$ cat src/rtl/nvdla_qch_pkg.sv
// Shared Q-channel definitions: sequencer state encoding, signal polarities, index sizing.
// Latency: n/a (types and constants only).
// Backpressure: n/a.
package nvdla_qch_pkg;

    typedef enum logic [2:0] {
        QCH_STOPPED = 3'd0,
        QCH_UP      = 3'd1,
        QCH_RUN     = 3'd2,
        QCH_DOWN    = 3'd3,
        QCH_UNWIND  = 3'd4,
        QCH_DENIED  = 3'd5
    } qch_state_e;

    // Q-channel signals are active-low: a low qreqn requests quiescence,
    // a low qacceptn acknowledges that the unit has stopped.
    localparam logic QREQN_STOP       = 1'b0;
    localparam logic QREQN_RUN        = 1'b1;
    localparam logic QACCEPTN_STOPPED = 1'b0;
    localparam logic QACCEPTN_RUN     = 1'b1;

    // Width of an index selecting one of n units (never narrower than 1 bit).
    function automatic int qch_idx_w(input int n);
        return (n <= 2) ? 1 : $clog2(n);
    endfunction

endpackage

$ cat src/rtl/nvdla_qch_tmo_cnt.sv
// Accept-timeout counter for a Q-channel controller: counts enabled cycles, strobes when the count reaches tmo_cfg.
// Latency: tmo_expire is combinational from the count register; asserted during the tmo_cfg-th enabled cycle after a clear.
// Backpressure: none; tmo_cfg of zero disables the strobe, the counter simply wraps.
//
// Ports: nvdla_core_clk/nvdla_core_rstn clock and async active-low reset; tmo_clr restarts the count;
//        tmo_en counts this cycle; tmo_cfg threshold (sampled every cycle); tmo_expire strobe.
module nvdla_qch_tmo_cnt #(
    parameter int TMO_W = 8
) (
    input  logic             nvdla_core_clk,
    input  logic             nvdla_core_rstn,
    input  logic             tmo_clr,
    input  logic             tmo_en,
    input  logic [TMO_W-1:0] tmo_cfg,
    output logic             tmo_expire
);

    logic [TMO_W-1:0] tmo_cnt;
    logic [TMO_W:0]   cnt_nxt;

    // Compare against the count including the current cycle, so the strobe
    // lands exactly tmo_cfg cycles after the clear. One extra bit keeps the
    // increment from wrapping onto a small threshold.
    assign cnt_nxt    = {1'b0, tmo_cnt} + (TMO_W+1)'(1);
    assign tmo_expire = tmo_en && (tmo_cfg != '0) && (cnt_nxt == {1'b0, tmo_cfg});

    always_ff @(posedge nvdla_core_clk or negedge nvdla_core_rstn) begin
        if (!nvdla_core_rstn) begin
            tmo_cnt <= '0;
        end else if (tmo_clr) begin
            tmo_cnt <= '0;
        end else if (tmo_en) begin
            tmo_cnt <= tmo_cnt + TMO_W'(1);
        end
    end

endmodule

$ cat src/rtl/nvdla_qch_power_sequencer.sv
// Sequences one system Q-channel request across NUM_UNITS unit Q-channels: stop producer-first, wake consumer-first, unwind on deny/timeout.
// Latency: all outputs registered; each step costs one cycle plus the addressed unit's response time.
// Backpressure: waits indefinitely on the addressed unit unless tmo_cfg is non-zero during power-down; sys_qreqn is ignored mid-sequence.
//
// Ports: sys_qreqn/sys_qacceptn/sys_qdeny system Q-channel; unit_qreqn/unit_qacceptn/unit_qdeny per-unit Q-channels
//        (index 0 most upstream); tmo_cfg accept timeout (0 = off); seq_busy sequencing in progress;
//        deny_idx unit behind the last deny/timeout; tmo_pulse one-cycle timeout strobe.
module nvdla_qch_power_sequencer
    import nvdla_qch_pkg::*;
#(
    parameter int NUM_UNITS = 4,
    parameter int TMO_W     = 8
) (
    input  logic                                nvdla_core_clk,
    input  logic                                nvdla_core_rstn,
    input  logic                                sys_qreqn,
    output logic                                sys_qacceptn,
    output logic                                sys_qdeny,
    output logic [NUM_UNITS-1:0]                unit_qreqn,
    input  logic [NUM_UNITS-1:0]                unit_qacceptn,
    input  logic [NUM_UNITS-1:0]                unit_qdeny,
    input  logic [TMO_W-1:0]                    tmo_cfg,
    output logic                                seq_busy,
    output logic [qch_idx_w(NUM_UNITS)-1:0]     deny_idx,
    output logic                                tmo_pulse
);

    localparam int               IDX_W     = qch_idx_w(NUM_UNITS);
    localparam logic [IDX_W-1:0] IDX_FIRST = '0;
    localparam logic [IDX_W-1:0] IDX_LAST  = IDX_W'(NUM_UNITS - 1);

    qch_state_e           state_q, state_d;
    logic [IDX_W-1:0]     idx_q, idx_d, idx_up, idx_dn;
    logic [NUM_UNITS-1:0] qreqn_d;
    logic                 acc_d, deny_d, busy_d, pulse_d;
    logic [IDX_W-1:0]     deny_idx_d;
    logic                 unit_awake, unit_stopped, unit_denied;
    logic                 tmr_clr, tmr_en, tmr_expire;

    assign idx_up = idx_q + IDX_W'(1);
    assign idx_dn = idx_q - IDX_W'(1);

    // Handshake status of the unit currently addressed by idx. A unit is
    // only considered running once it has withdrawn any pending deny.
    assign unit_awake   = (unit_qacceptn[idx_q] == QACCEPTN_RUN) && !unit_qdeny[idx_q];
    assign unit_stopped = (unit_qacceptn[idx_q] == QACCEPTN_STOPPED);
    assign unit_denied  = unit_qdeny[idx_q];

    // The timer only runs while waiting for a unit to stop.
    assign tmr_en = (state_q == QCH_DOWN);

    nvdla_qch_tmo_cnt #(
        .TMO_W (TMO_W)
    ) u_tmo_cnt (
        .nvdla_core_clk  (nvdla_core_clk),
        .nvdla_core_rstn (nvdla_core_rstn),
        .tmo_clr         (tmr_clr),
        .tmo_en          (tmr_en),
        .tmo_cfg         (tmo_cfg),
        .tmo_expire      (tmr_expire)
    );

    // Next-state and next-output logic. Outputs are computed from the
    // transition so that each registered output changes on the same edge
    // that samples the triggering input.
    always_comb begin
        state_d    = state_q;
        idx_d      = idx_q;
        qreqn_d    = unit_qreqn;
        acc_d      = sys_qacceptn;
        deny_d     = sys_qdeny;
        deny_idx_d = deny_idx;
        pulse_d    = 1'b0;
        tmr_clr    = 1'b0;

        case (state_q)
            QCH_STOPPED: begin
                if (sys_qreqn == QREQN_RUN) begin
                    state_d           = QCH_UP;
                    idx_d             = IDX_LAST;
                    qreqn_d[IDX_LAST] = QREQN_RUN;
                end
            end

            QCH_UP: begin
                if (unit_awake) begin
                    if (idx_q == IDX_FIRST) begin
                        state_d = QCH_RUN;
                        acc_d   = QACCEPTN_RUN;
                    end else begin
                        idx_d           = idx_dn;
                        qreqn_d[idx_dn] = QREQN_RUN;
                    end
                end
            end

            QCH_RUN: begin
                if (sys_qreqn == QREQN_STOP) begin
                    state_d            = QCH_DOWN;
                    idx_d              = IDX_FIRST;
                    qreqn_d[IDX_FIRST] = QREQN_STOP;
                    tmr_clr            = 1'b1;
                end
            end

            QCH_DOWN: begin
                // Deny beats a simultaneous accept; a unit that does accept
                // on the expiry cycle is treated as having made it in time.
                if (unit_denied || (!unit_stopped && tmr_expire)) begin
                    state_d        = QCH_UNWIND;
                    deny_idx_d     = idx_q;
                    qreqn_d[idx_q] = QREQN_RUN;
                    pulse_d        = !unit_denied;
                    tmr_clr        = 1'b1;
                end else if (unit_stopped) begin
                    tmr_clr = 1'b1;
                    if (idx_q == IDX_LAST) begin
                        state_d = QCH_STOPPED;
                        idx_d   = IDX_FIRST;
                        acc_d   = QACCEPTN_STOPPED;
                    end else begin
                        idx_d           = idx_up;
                        qreqn_d[idx_up] = QREQN_STOP;
                    end
                end
            end

            QCH_UNWIND: begin
                // Walk back towards the producer, waking one unit at a time.
                if (unit_awake) begin
                    if (idx_q == IDX_FIRST) begin
                        state_d = QCH_DENIED;
                        deny_d  = 1'b1;
                    end else begin
                        idx_d           = idx_dn;
                        qreqn_d[idx_dn] = QREQN_RUN;
                    end
                end
            end

            QCH_DENIED: begin
                if (sys_qreqn == QREQN_RUN) begin
                    state_d = QCH_RUN;
                    deny_d  = 1'b0;
                end
            end

            default: begin
                state_d = QCH_STOPPED;
                idx_d   = IDX_FIRST;
            end
        endcase

        busy_d = (state_d inside {QCH_UP, QCH_DOWN, QCH_UNWIND});
    end

    always_ff @(posedge nvdla_core_clk or negedge nvdla_core_rstn) begin
        if (!nvdla_core_rstn) begin
            state_q      <= QCH_STOPPED;
            idx_q        <= '0;
            unit_qreqn   <= {NUM_UNITS{QREQN_STOP}};
            sys_qacceptn <= QACCEPTN_STOPPED;
            sys_qdeny    <= 1'b0;
            seq_busy     <= 1'b0;
            deny_idx     <= '0;
            tmo_pulse    <= 1'b0;
        end else begin
            state_q      <= state_d;
            idx_q        <= idx_d;
            unit_qreqn   <= qreqn_d;
            sys_qacceptn <= acc_d;
            sys_qdeny    <= deny_d;
            seq_busy     <= busy_d;
            deny_idx     <= deny_idx_d;
            tmo_pulse    <= pulse_d;
        end
    end

endmodule
$ cat config.mk
export PLATFORM = sky130hd
export DESIGN_NAME = nvdla_qch_power_sequencer
export DESIGN_NICKNAME = d
export VERILOG_FILES = /design/src/rtl/nvdla_qch_pkg.sv /design/src/rtl/nvdla_qch_tmo_cnt.sv /design/src/rtl/nvdla_qch_power_sequencer.sv
export SDC_FILE = /design/constraint.sdc
export NUM_CORES = 1
export LEC_CHECK = 0
export ABC_AREA = 1
export ABC_CLOCK_PERIOD_IN_PS = 3500
export CAP_MARGIN = 40
export CORE_AREA = 2 2 60 62
export DETAILED_ROUTE_END_ITERATION = 6
export DIE_AREA = 0 0 62 64
export GPL_ROUTABILITY_DRIVEN = 0
export PLACE_DENSITY = 0.83
export SLEW_MARGIN = 20
export SYNTH_ARGS = -nofsm -noshare
export SYNTH_HDL_FRONTEND = slang
export SYNTH_SLANG_ARGS = --single-unit
$ cat constraint.sdc
create_clock -name nvdla_core_clk -period 3.5 [get_ports nvdla_core_clk]
set_input_delay 0.7 -clock nvdla_core_clk [delete_from_list [all_inputs] [get_ports nvdla_core_clk]]
set_output_delay 0.7 -clock nvdla_core_clk [all_outputs]
set_load 0.02 [all_outputs]
### Word-level counts from Yosys, hierarchy flattened

Cells that the tools add are included.

* logic and storage cells: 132
* input bits: 19
* bits in registers: 23

* $add $sub $neg: 4
* equality and inequality tests: 24
* muxes and demuxes: 55
* bitwise gates (word level): 5
* order comparisons: 6
* reduce and logical (&&, ||, !) cells: 27

Operators with widths (count)
* $mux W3: 10
* $ne A2 B2 Y1 const B: 11
* $mux W4: 5
* $mux W1: 18
* $pmux W3 S6: 1
* $reduce_and A6 Y1: 3
* $mux W8: 2
* $mux W2: 7
* $pmux W2 S5: 1
* $add A8 B1 Y9 const B: 1
* $eq A3 B2 Y1 const B: 3
* $eq A3 B3 Y1 const B: 3
* $eq A9 B8 Y1: 1
* $lt A2 B3 Y1 const B: 3
* $reduce_bool A3 Y1: 3
* $add A8 B1 Y8 const B: 1
* $or A4 B4 Y4: 2
* $reduce_bool A2 Y1: 4
* $reduce_bool A8 Y1: 1
* $logic_and A1 B1 Y1: 7
* $reduce_and A7 Y1: 1
* $demux W1 S2: 3
* $eq A3 B1 Y1 const B: 2
* $ge A2 B1 Y1 const B: 3
* other kinds (20): 25

### Depth between registers and ports, before layout

Gate-level depths: netlist of run 1.

* depth after elaboration: 11
* mapped depth: 15
* mapped depth without buffers: 15

### Modules after synthesis

Synthesis of run 1 repeated with hierarchy kept, for this count alone.

* cell total of the unflattened synthesis: 294
* area total of the unflattened synthesis: 1949.4 um2

By module, submodules not included
* nvdla_qch_power_sequencer: area each 1272.5 um2, cells each 183, instances 1
* nvdla_qch_tmo_cnt: area each 676.9 um2, cells each 111, instances 1

### Worst setup path after synthesis of run 1

OpenSTA, ideal clock, no wires.

* path type: input -> register
* start: input port unit_qacceptn[1]
* end: register u_tmo_cnt.tmo_cnt[0]
* setup slack: 1.620 ns
* cell stages on the path: 11
* required time: 3.371 ns
* library setup time: 0.129 ns
* buffers on the path: 0
* arrival: 1.752 ns
* cells stage by stage: nand2_1 > nand3_1 > nand2_2 > nor2_1 > nand3_1 > nor2_2 > nand3_4 > nand2_4 > nand2_8 > o211ai_4 > nor2_2

* word-level cells in the longest chain between the ends: 7
* elaborated cells on any way between the ends: 9

Ends and longest elaborated chain
* from (decl): line nvdla_qch_power_sequencer.sv:20 `input logic [NUM_UNITS-1:0] unit_qacceptn,`
* $bmux W1 S2 *: line nvdla_qch_power_sequencer.sv:46 `assign unit_stopped = (unit_qacceptn[idx_q] == QACCEPTN_STOPPED);`
* $mux W1 (not written as such) *: line nvdla_qch_power_sequencer.sv:46
* $logic_and A1 B1 Y1: line nvdla_qch_power_sequencer.sv:109 `if (unit_denied || (!unit_stopped && tmr_expire)) begin`
* $logic_or A1 B1 Y1: line nvdla_qch_power_sequencer.sv:109
* $mux W1 *: line nvdla_qch_power_sequencer.sv:109
* $pmux W1 S2 *: line nvdla_qch_power_sequencer.sv:76 `case (state_q)`
* $mux W8 / $reduce_bool A2 Y1 (equally long branches)
* to (signal assigned): line nvdla_qch_tmo_cnt.sv:33 `tmo_cnt <= tmo_cnt + TMO_W'(1);`
* to (decl): line nvdla_qch_tmo_cnt.sv:18 `logic [TMO_W-1:0] tmo_cnt;`

Mark *: on every way between the ends. The rest lies on a longest branch, timed or not. The select of a mux whose other input is x is not followed.
A chain may end at the register's enable or synchronous reset.

### Worst setup path after layout of run 1

* start: input port unit_qacceptn[1]
* end: register u_tmo_cnt.tmo_cnt[5]

The elaborated chain is that of the path after synthesis.

==> impl_metrics.tcl, run 1 <==
set metrics [dict create \
    status "finished clean" \
    max-slew-margin-rel_pct 59.5 \
    portBuffers 28 \
    hold_violations 0 \
    synth_mux_area_share_pct 0 \
    p_leak_nw 1.09 \
    grt_util_met1_pct 28.7 \
    critPathCaptureType "flip-flop" \
    coreArea_um2 3280 \
    fp-row-count 21 \
    viasPerCell 5.13 \
    yosys.area_share.simple_pct 45.9 \
    drt_iter0_drc 138 \
    yosysWarnings 0 \
    die-area_um2 3970 \
    insertion_delay_ns 0.32 \
    place_inst 354 \
    skew_ns 0.00906 \
    antenna_cells 0 \
    grt_pass1_vias 1730 \
    cts_resized 0 \
    cts_htree_levels 1 \
    drv_cap 0 \
    numCtsBuffers 3 \
    cts.clk_slew.worst_paths_ns 0.13 \
    grt_util_met3_pct 2.02 \
    wl_per_cell_um 11.4 \
    antenna_found_initial 0 \
    synth-xor-area-share_pct 0.469 \
    post-place-ws_ns 0.912 \
    setup_ws_ns 1.28 \
    critPathMaxFanout 9 \
    power.density_nw_per_um2 830 \
    worstReg2RegEnd "u_tmo_cnt.tmo_cnt[5]$_DFFE_PN0P_" \
    rr_startpoint "u_tmo_cnt.tmo_cnt[0]$_DFFE_PN0P_" \
    worst-setup-path-type "in -> reg" \
    final_common_cell "nand2_1" \
    r2r_slack_ns 1.36 \
    rsz0062_at_grt "false" \
    min_delay_worst_endpoint "sys_qdeny$_DFFE_PN0P_" \
    worstSetupStartpointType "input port" \
    post-route-period-util_pct 63.5 \
    timing.fmax_mhz 450 \
    dieWidth_um 62 \
    synth_cell_types 33 \
    synth-seq-cells 23 \
    final_max_slew_viol_count 0 \
    ir_worst_vdd_v 0.000543 \
    period_minus_slack_ns 2.22 \
    grtUsageMet2_pct 42.2 \
    worstHoldStart "sys_qdeny$_DFFE_PN0P_" \
    utilization_pct 68.2 \
    synth_adder_area_share_pct 3.35 \
    vias 1837 \
    grt_busiest_layer "met2" \
    setup_tns_ns 0 \
    layout_common_cells "86 x nand2_1, 31 x inv_1, 28 x clkdlybuf4s50_1" \
    setup_violations 0 \
    p_comb_share_pct 65.9 \
    cts_root_buffer "clkbuf_4" \
    worstHoldPathType "reg -> reg" \
    grt_max_degree 18 \
    drtAntennaViolNets 0 \
    routed_wl_mm 4.09 \
    p_sw_mw 0.970 \
    io_pins 29 \
    syn_inst 280 \
    first_pass_iters 4 \
    clockBufferDepth 2 \
    power_mw 1.86 \
    cts_sinks 23 \
    synth-compound-area-share_pct 10.9 \
    p_sw_share_pct 52.2 \
    drive_above_1_share_pct 15.4 \
    p_clk_share_pct 6.9 \
    n_fill_cell 312 \
    required_ns 3.71 \
    whs_path_depth 2 \
    power_report.internal_total_mw 0.889 \
    drc 0 \
    chipHeight_um 64 \
    nets 337 \
    synth_nets 304 \
    pwr-share-seq_pct 27.2 \
    ctsHoldBuffers 0 \
    tightest_slew_ns 0.606 \
    synth_area_um2 1870 \
    final_cells 358 \
    initial_core_util_pct 56.8 \
    areaGrowthSynthToFinish_pct 20.0 \
    yosysSeqAreaShare_pct 30.8 \
    arrival_ns 2.44 \
    r2r_cells 14 \
    cts_tree "done" \
    grt_pass1_wl_mm 7.18 \
    overflow 0 \
    grt_usage_pct 23.6 \
    syn_avg_cell_area_um2 6.67 \
    cts_setup_buffers 0 \
    synth_top_family_by_area "simple AND/OR/NAND/NOR gates" \
    dp_hpwl_mm 3.24 \
]
[worst max-delay path: stages]
cell and delay, ns:
clkdlybuf4s50_1 0.45, nand2_1 0.05, nand3_1 0.10, nand2_2 0.10
nor2_1 0.17, nand3_1 0.11, nor2_2 0.17, nand3_4 0.15
nand2_4 0.12, nand2_8 0.08, o211ai_4 0.18, nor2_2 0.05
[cell families after synthesis]
family,Yosys count
AND/OR/NAND/NOR,176
AO/OA/AOI/OAI,33
buffers and inverters,42
XOR/XNOR,1
adder cells (fa/ha/maj),5
flip-flops,23
[flip-flops by register name, indices dropped and copies added (netlist names)]
signal	cells
deny_idx	2
idx_q	2
seq_busy	1
state_q	3
sys_qacceptn	1
sys_qdeny	1
tmo_pulse	1
u_tmo_cnt.tmo_cnt	8
unit_qreqn	4
[synth_stat cells]
cell | number | area, um2
inv_2 | 7 | 26.3
clkinv_2 | 1 | 5.00
o22ai_1 | 1 | 6.26
nand3_2 | 2 | 20.0
dfrtp_1 | 23 | 576
or2_2 | 2 | 12.5
o21ai_0 | 13 | 65.1
o211ai_1 | 1 | 7.51
nand4_1 | 4 | 25.0
ha_1 | 5 | 62.6
nor4_1 | 1 | 6.26
o211ai_2 | 1 | 12.5
a211oi_1 | 1 | 7.51
o21ai_1 | 5 | 25.0
clkbuf_1 | 1 | 3.75
nor3_1 | 3 | 15.0
xor2_1 | 1 | 8.76
or2_0 | 1 | 6.26
nand2_4 | 1 | 11.3
clkinv_1 | 2 | 7.51
a21oi_1 | 7 | 35.0
inv_1 | 31 | 116
nor2_1 | 22 | 82.6
o211ai_4 | 1 | 21.3
nand3_4 | 3 | 52.6
nor3_2 | 1 | 10.0
nand2_8 | 1 | 20.0
o21ai_2 | 1 | 8.76
o21bai_1 | 2 | 15.0
nand3_1 | 27 | 135
nand2_2 | 10 | 62.6
nand2_1 | 86 | 323
nor2_2 | 12 | 75.1
[metrics by stage]
stage	instance area [um2]	hold slack, ns
2_1_floorplan	1870	0.404
3_3_place_gp	2200	0.469
6_report	2240	0.514
5_1_grt	2240	0.533
4_1_cts	2240	0.518
3_5_place_dp	2210	0.478
[routing by layer]
| metal | up-vias | part of all wire, % |
|---|---|---|
| met1 | 815 | 42 |
| met2 | 60 | 51 |
| met5 | - | 0 |
| li1 | 955 | - |
| met3 | 7 | 5.8 |
| met4 | 0 | 1.6 |
[power groups by stage]
stage	registers [mW]	logic [mW]	clock network (mW)
global route	0.527	1.38	0.143
detailed placement	0.512	1.22	0
finish	0.506	1.23	0.128
global placement	0.508	1.20	0
floorplan	0.535	0.891	0
CTS	0.506	1.23	0.130
[cell type report]
cell class,count,area [um2],area share (%)
multi-input combinational,215,1130,50.6
sequential,23,576,25.7
timing repair buffer,29,292,13.0
inverter,41,155,6.93
tap,46,57.6,2.57
clock buffer,3,22.5,1.01
clock inverter,1,5.00,0.223
[how the worst max path moves through the flow]
stage / from / to / cells past startpoint
floorplan: unit_qacceptn[1] / u_tmo_cnt.tmo_cnt[0]$_DFFE_PN0P_ / 11
global placement: unit_qacceptn[1] / u_tmo_cnt.tmo_cnt[7]$_DFFE_PN0P_ / 12
detailed placement: unit_qacceptn[0] / u_tmo_cnt.tmo_cnt[0]$_DFFE_PN0P_ / 12
CTS: unit_qacceptn[0] / u_tmo_cnt.tmo_cnt[5]$_DFFE_PN0P_ / 12
global route: tmo_cfg[1] / u_tmo_cnt.tmo_cnt[6]$_DFFE_PN0P_ / 14
finish: unit_qacceptn[1] / u_tmo_cnt.tmo_cnt[5]$_DFFE_PN0P_ / 12
No activity file was read; power rests on OpenSTA's default activity.
==> run 2, diff against run 1 <==
--- a/config.mk
+++ b/config.mk
@@ -6,13 +6,13 @@
 export NUM_CORES = 1
 export LEC_CHECK = 0
 export ABC_AREA = 1
-export ABC_CLOCK_PERIOD_IN_PS = 3500
+export ABC_CLOCK_PERIOD_IN_PS = 1900
 export CAP_MARGIN = 40
-export CORE_AREA = 2 2 60 62
+export CORE_AREA = 2 2 65 67
 export DETAILED_ROUTE_END_ITERATION = 6
-export DIE_AREA = 0 0 62 64
+export DIE_AREA = 0 0 67 69
 export GPL_ROUTABILITY_DRIVEN = 0
-export PLACE_DENSITY = 0.83
+export PLACE_DENSITY = 0.75
 export SLEW_MARGIN = 20
 export SYNTH_ARGS = -nofsm -noshare
 export SYNTH_HDL_FRONTEND = slang
==> constraint.sdc (replaced) <==
create_clock -name nvdla_core_clk -period 1.9 [get_ports nvdla_core_clk]
set_input_delay 0.38 -clock nvdla_core_clk [delete_from_list [all_inputs] [get_ports nvdla_core_clk]]
set_output_delay 0.38 -clock nvdla_core_clk [all_outputs]
set_load 0.02 [all_outputs]
==> run 2 against run 1 <==
Against the previous run:
- the flow now finishes with violations (setup timing)
- via count increased by 8.0%
- core utilization is 2.6 points lower
- die area up 17%
- global-route usage is 1.9 points lower
- clock power grew to 2.5 times the previous value
- sequential cell count is the same
- critical path depth is 2 higher
- worst setup slack worse by 1.4 ns
- largest cell class unchanged
==> impl_metrics.tcl, run 2 (synthesis gave the netlist of run 1 again) <==
set metrics [dict create \
    overflow 0 \
    utilization_pct 65.6 \
    stdcell_area_um2 2570 \
    critPathCaptureType "flip-flop" \
    cts_tree "done" \
    cp_slowest_cell "dfrtp_1" \
    critPathMaxFanout 8 \
    p_leak_nw 1.27 \
    clockBufferDepth 2 \
    worst-setup-path-type "reg -> reg" \
    crit_chain "ha_4 -> inv_2 -> nand2_2 -> nand2_2 -> nor2_2 -> nand2_1 -> nor2_1 -> nand3_1 -> nor2_2 -> nand3_4 -> nand2_4 -> nand2_8 -> o211ai_4 -> nor2_2" \
    setup_ws_ns -0.108 \
    critPathTopFamily "simple AND/OR/NAND/NOR gates" \
    coreArea_um2 3910 \
    power.density_nw_per_um2 1580 \
    cts_root_buffer "clkbuf_8" \
    cts.clk_slew.worst_paths_ns 0.09 \
    drt_iter0_drc 109 \
    max_stage_delay_ns 0.42 \
    drive_above_1_share_pct 26.9 \
    reg.largest.list "u_tmo_cnt.tmo_cnt: 8 flops, unit_qreqn: 4 flops, state_q: 3 flops" \
    ir_worst_vdd_v 0.000946 \
    dpl-instance-area_um2 2450 \
    cts_htree_levels 1 \
    dieWidth_um 67 \
    wl_per_cell_um 11.7 \
    areaGrowthSynthToFinish_pct 37.5 \
    grt_usage_pct 21.7 \
    top_register "u_tmo_cnt.tmo_cnt" \
    layout_common_cells "82 x nand2_1, 33 x buf_4, 30 x inv_1" \
    final_common_cell "nand2_1" \
    period_minus_slack_ns 2.01 \
    ctsHoldBuffers 0 \
    grt_util_met1_pct 27.7 \
    largest_reg_flops 8 \
    io_pins 29 \
    nets 371 \
    setup_tns_ns -1.47 \
    hold_violations 0 \
    grtUsageMet2_pct 37.0 \
    cts_sinks 23 \
    insertion_delay_ns 0.27 \
    drc 0 \
    grt_pass1_vias 1945 \
    timing.fmax_mhz 498 \
    die-area_um2 4620 \
    drv_cap 0 \
    fp-row-count 23 \
    tightest_slew_ns 0.376 \
    path_buf_inv 1 \
    post-route-period-util_pct 106 \
    first_pass_iters 4 \
    max-slew-margin-rel_pct 74.8 \
    rsz0062_at_grt "true" \
    worstSetupStartpointType "flip-flop" \
    violations "setup timing" \
    arrival_ns 2.16 \
    dp_hpwl_mm 3.52 \
    drtAntennaViolNets 0 \
    grt_pass1_wl_mm 8.00 \
    grt_util_met3_pct 2.77 \
    worstHoldPathType "in -> async" \
    viasPerCell 5.01 \
    skew_ns 0.00830 \
    grt_max_degree 24 \
    routed_wl_mm 4.63 \
    initial_core_util_pct 47.7 \
    required_ns 2.05 \
    setup_violations 19 \
    final_max_slew_viol_count 0 \
    antenna_found_initial 0 \
    status "complete, but fails checks" \
    timing.critical_path.mode_cell "nor2_2" \
    portBuffers 28 \
    grt_busiest_layer "met2" \
    vias 1984 \
    post-place-ws_ns -0.281 \
    numCtsBuffers 3 \
    antenna_cells 0 \
    chipHeight_um 69 \
]
==> run 2: changes by cell type in the layout (fill, tap and decap cells not counted), moves of 3 or more <==
cell	change
buf_4	+33
nand2_1	-4
nand2_2	+4
clkbuf_4	-3
clkbuf_8	+3
==> run 2: through the flow <==
step | power (mW) | hold slack [ns] | std cells
5_1_grt | 4.45 | 0.488 | 396
2_1_floorplan | 2.63 | 0.0844 | 280
3_5_place_dp | 3.51 | 0.466 | 389
3_3_place_gp | 3.47 | 0.464 | 389
4_1_cts | 3.94 | 0.470 | 396
6_report | 4.06 | 0.454 | 396
==> run 2: cell type report <==
class                           instances  area (um2)
Fill cell                             368        1350
Multi-Input combinational cell        216        1190
Sequential cell                        23         576
Timing Repair Buffer                   62         539
Inverter                               41         155
Tap cell                               50        62.6
Clock buffer                            3        41.3
Clock inverter                          1        7.51
==> run 2: timing repair <==
item	CTS	global route
gates cloned	1	0
resized for setup	0	12
endpoints found under the setup margin	17	22
setup buffers	2	0
pin swaps	1	9
==> run 2: power by group <==
group	switching, mW	total, mW	internal [mW]
clock	0.175	0.324	0.149
combinational	1.61	2.82	1.22
sequential	0.211	0.910	0.700
total	1.99	4.06	2.07
==> run 2: per-layer routing <==
layer,vias up,routed length (um)
li1,1029,-
met5,-,0
met4,0,70
met3,8,227
met2,54,2320
met1,893,2010
==> run 2: worst paths after layout <==
kind                         slack [ns]  depth (start not counted)                             start                          endpoint
hold / removal                     0.45                          2                   nvdla_core_rstn               tmo_pulse$_DFF_PN0_
setup / recovery                  -0.11                         14  u_tmo_cnt.tmo_cnt[1]$_DFFE_PN0P_  u_tmo_cnt.tmo_cnt[2]$_DFFE_PN0P_
min in group nvdla_core_clk        0.48                          2             sys_qdeny$_DFFE_PN0P_             sys_qdeny$_DFFE_PN0P_
setup reg to reg                  -0.11                         14  u_tmo_cnt.tmo_cnt[1]$_DFFE_PN0P_  u_tmo_cnt.tmo_cnt[2]$_DFFE_PN0P_
max in group asynchronous          1.21                          2                   nvdla_core_rstn                seq_busy$_DFF_PN0_
hold reg to reg                    0.48                          2             sys_qdeny$_DFFE_PN0P_             sys_qdeny$_DFFE_PN0P_
==> run 2: worst reg2reg max path, stage by stage, from the launching register on <==
cell and delay, ns:
dfrtp_1 0.42, ha_4 0.29, inv_2 0.04, nand2_2 0.05, nand2_2 0.05, nor2_2 0.07, nand2_1 0.05, nor2_1 0.14
nand3_1 0.11, nor2_2 0.15, nand3_4 0.13, nand2_4 0.11, nand2_8 0.07, o211ai_4 0.17, nor2_2 0.05
==> run 3, diff against run 2 <==
--- a/config.mk
+++ b/config.mk
@@ -5,14 +5,14 @@
 export SDC_FILE = /design/constraint.sdc
 export NUM_CORES = 1
 export LEC_CHECK = 0
-export ABC_AREA = 1
 export ABC_CLOCK_PERIOD_IN_PS = 1900
 export CAP_MARGIN = 40
-export CORE_AREA = 2 2 65 67
+export CORE_AREA = 2 2 60 67
 export DETAILED_ROUTE_END_ITERATION = 6
-export DIE_AREA = 0 0 67 69
+export DIE_AREA = 0 0 62 69
 export GPL_ROUTABILITY_DRIVEN = 0
-export PLACE_DENSITY = 0.75
+export PLACE_DENSITY = 0.73
+export SKIP_CTS_REPAIR_TIMING = 1
 export SLEW_MARGIN = 20
 export SYNTH_ARGS = -nofsm -noshare
 export SYNTH_HDL_FRONTEND = slang
==> run 3 against run 2 <==
Against the previous run:
- the run still ends with setup timing left
- sequential cell count is the same
- sequential power shrank 0.5%
- core utilization up 3.4 points
- non-clock buffer count rose by 17
- clock-buffer cell count is the same
- total power shrank 7.0%
- die area fell by 7.5%
- critical endpoint is now unit_qreqn[0]$_DFFE_PN0P_
- largest cell class unchanged
==> impl_metrics.tcl, run 3 <==
set metrics [dict create \
    routed_wl_mm 4.38 \
    layout_common_cells "48 x buf_4, 27 x clkdlybuf4s50_1, 25 x nor2_1" \
    first_pass_iters 4 \
    dpl-instance-area_um2 2360 \
    antenna_found_initial 0 \
    post-route-period-util_pct 133 \
    dp_hpwl_mm 3.31 \
    reg.largest.list "u_tmo_cnt.tmo_cnt: 8 flops, unit_qreqn: 4 flops, state_q: 3 flops" \
    critPathCaptureType "flip-flop" \
    synth_top_cell_by_area "dfrtp_1" \
    yosysSeqAreaShare_pct 35.4 \
    status "complete, but fails checks" \
    cts_tree "done" \
    worstReg2RegEnd "unit_qreqn[0]$_DFFE_PN0P_" \
    r2r_slack_ns -0.62 \
    cts.clk_slew.worst_paths_ns 0.09 \
    portBuffers 28 \
    setup_violations 22 \
    clockBufferDepth 2 \
    worstSetupStartpointType "input port" \
    netlist.area_leader.share_pct 35.4 \
    io_pins 29 \
    insertion_delay_ns 0.27 \
    drc 0 \
    synth_area_um2 1630 \
    grt_pass1_wl_mm 7.30 \
    max-slew-margin-rel_pct 71.7 \
    synth.area.top_cells "dfrtp_1 35%, nor2_1 6.0%, xnor2_1 5.4%" \
    drv_cap 0 \
    violations "setup timing" \
    initial_core_util_pct 45.2 \
    drtAntennaViolNets 0 \
    p_leak_nw 1.02 \
    areaGrowthSynthToFinish_pct 52.7 \
    setup_ws_ns -0.632 \
    required_ns 2.12 \
    antenna_cells 0 \
    chipHeight_um 69 \
    drive_above_1_share_pct 30.3 \
    netlist_top_cells_count "26 x nor2_1, 23 x dfrtp_1, 13 x a21oi_1" \
    critPathMaxFanout 7 \
    multi_input_area_um2 1070 \
    grt_pass1_vias 1562 \
    syn_inst 188 \
    final_max_slew_viol_count 0 \
    power_mw 3.78 \
    coreArea_um2 3600 \
    grt_usage_pct 21.9 \
    cts_htree_levels 1 \
    r2r_cells 11 \
    wl_per_cell_um 13.9 \
    setup_tns_ns -10.54 \
    nets 289 \
    largest_reg_flops 8 \
    stdcell_area_um2 2480 \
    synth_edf_count 0 \
    rsz0062_at_grt "true" \
    post-place-ws_ns -0.952 \
    timing.fmax_mhz 395 \
    final_cells 314 \
    skew_ns 0.00318 \
    overflow 0 \
    ir_worst_vdd_v 0.000840 \
    period_minus_slack_ns 2.53 \
    worstHoldPathType "in -> async" \
    final_common_cell "buf_4" \
    power.density_nw_per_um2 1520 \
    drt_iter0_drc 89 \
    cts_sinks 23 \
    n_fill_cell 278 \
    hold_violations 0 \
    synth_most_common_cell "nor2_1" \
    die-area_um2 4280 \
    syn_avg_cell_area_um2 8.65 \
    rr_startpoint "u_tmo_cnt.tmo_cnt[1]$_DFFE_PN0P_" \
    synth_nets 212 \
    fp-row-count 23 \
    numCtsBuffers 3 \
    cts_root_buffer "clkbuf_8" \
    ys.flop_type "dfrtp_1" \
    worst-setup-path-type "in -> reg" \
    seq_area_um2 581 \
    vias 1710 \
    grt_max_degree 24 \
    arrival_ns 2.75 \
    dieWidth_um 62 \
    synth_cell_types 47 \
    place_inst 307 \
    yosysWarnings 0 \
    tightest_slew_ns 0.424 \
    top_register "u_tmo_cnt.tmo_cnt" \
    viasPerCell 5.45 \
    synth-seq-cells 23 \
    async_flop_share_pct 100 \
]
==> run 3: cell type report <==
cell class	count	share of cell area, %
sequential	23	23.4
timing repair buffer	79	27.6
tap	50	2.52
inverter	8	1.21
clock buffer	3	1.66
clock inverter	1	0.302
multi-input combinational	150	43.3
==> run 3: worst max-delay path, stage by stage <==
cell             delay (ns)
clkdlybuf4s50_1        0.50
xnor2_1                0.10
or3_1                  0.33
a222oi_1               0.44
buf_4                  0.21
a31o_4                 0.15
buf_4                  0.14
buf_12                 0.11
a31oi_1                0.07
nor3_1                 0.15
o32a_2                 0.17
==> run 3: power by group <==
part / total [mW] / internal, mW / leakage [nW] / switching (mW)
clock network: 0.321 / 0.149 / 0.0217 / 0.172
registers: 0.905 / 0.703 / 0.270 / 0.201
logic: 2.55 / 1.33 / 0.728 / 1.22
total: 3.78 / 2.19 / 1.02 / 1.59
==> run 3: kinds of logic (layout without fill, tap and decap cells) <==
| group | after synthesis | after routing | share of synthesized area (%) |
|---|---|---|---|
| DFF | 23 | 23 | 35.4 |
| and+or+nand+nor | 73 | 73 | 23.1 |
| xor gates and xnor gates | 16 | 16 | 8.62 |
| muxes | 5 | 5 | 4.85 |
| AOI/OAI and AO/OA | 50 | 50 | 19.8 |
| buffers and inverters | 15 | 91 | 3.77 |
| adders and majority gates | 6 | 6 | 4.46 |
==> run 3: per-layer routing <==
layer / up-vias / track usage, % / share of wire [%]
li1: 845 / - / -
met1: 813 / 34.4 / 47
met2: 46 / 31.8 / 48
met3: 6 / 2.06 / 3.5
met4: 0 / 5.20 / 1.7
met5: - / 0 / 0
==> run 3: stage by stage <==
| step | utilization, % | hold WS (ns) |
|---|---|---|
| finish | 69.0 | 0.454 |
| global route | 69.0 | 0.494 |
| CTS | 67.0 | 0.462 |
| detailed placement | 65.6 | 0.503 |
| global placement | 65.6 | 0.505 |
| floorplan | - | 0.0844 |
==> run 3: worst max path at each step <==
stage	start	endpoint	slack, ns
3_3_place_gp	tmo_cfg[7]	seq_busy$_DFF_PN0_	-0.88
6_report	tmo_cfg[6]	unit_qreqn[0]$_DFFE_PN0P_	-0.63
4_1_cts	tmo_cfg[7]	seq_busy$_DFF_PN0_	-0.67
2_1_floorplan	u_tmo_cnt.tmo_cnt[1]$_DFFE_PN0P_	seq_busy$_DFF_PN0_	-0.40
5_1_grt	u_tmo_cnt.tmo_cnt[1]$_DFFE_PN0P_	seq_busy$_DFF_PN0_	-0.70
3_5_place_dp	tmo_cfg[7]	seq_busy$_DFF_PN0_	-0.95
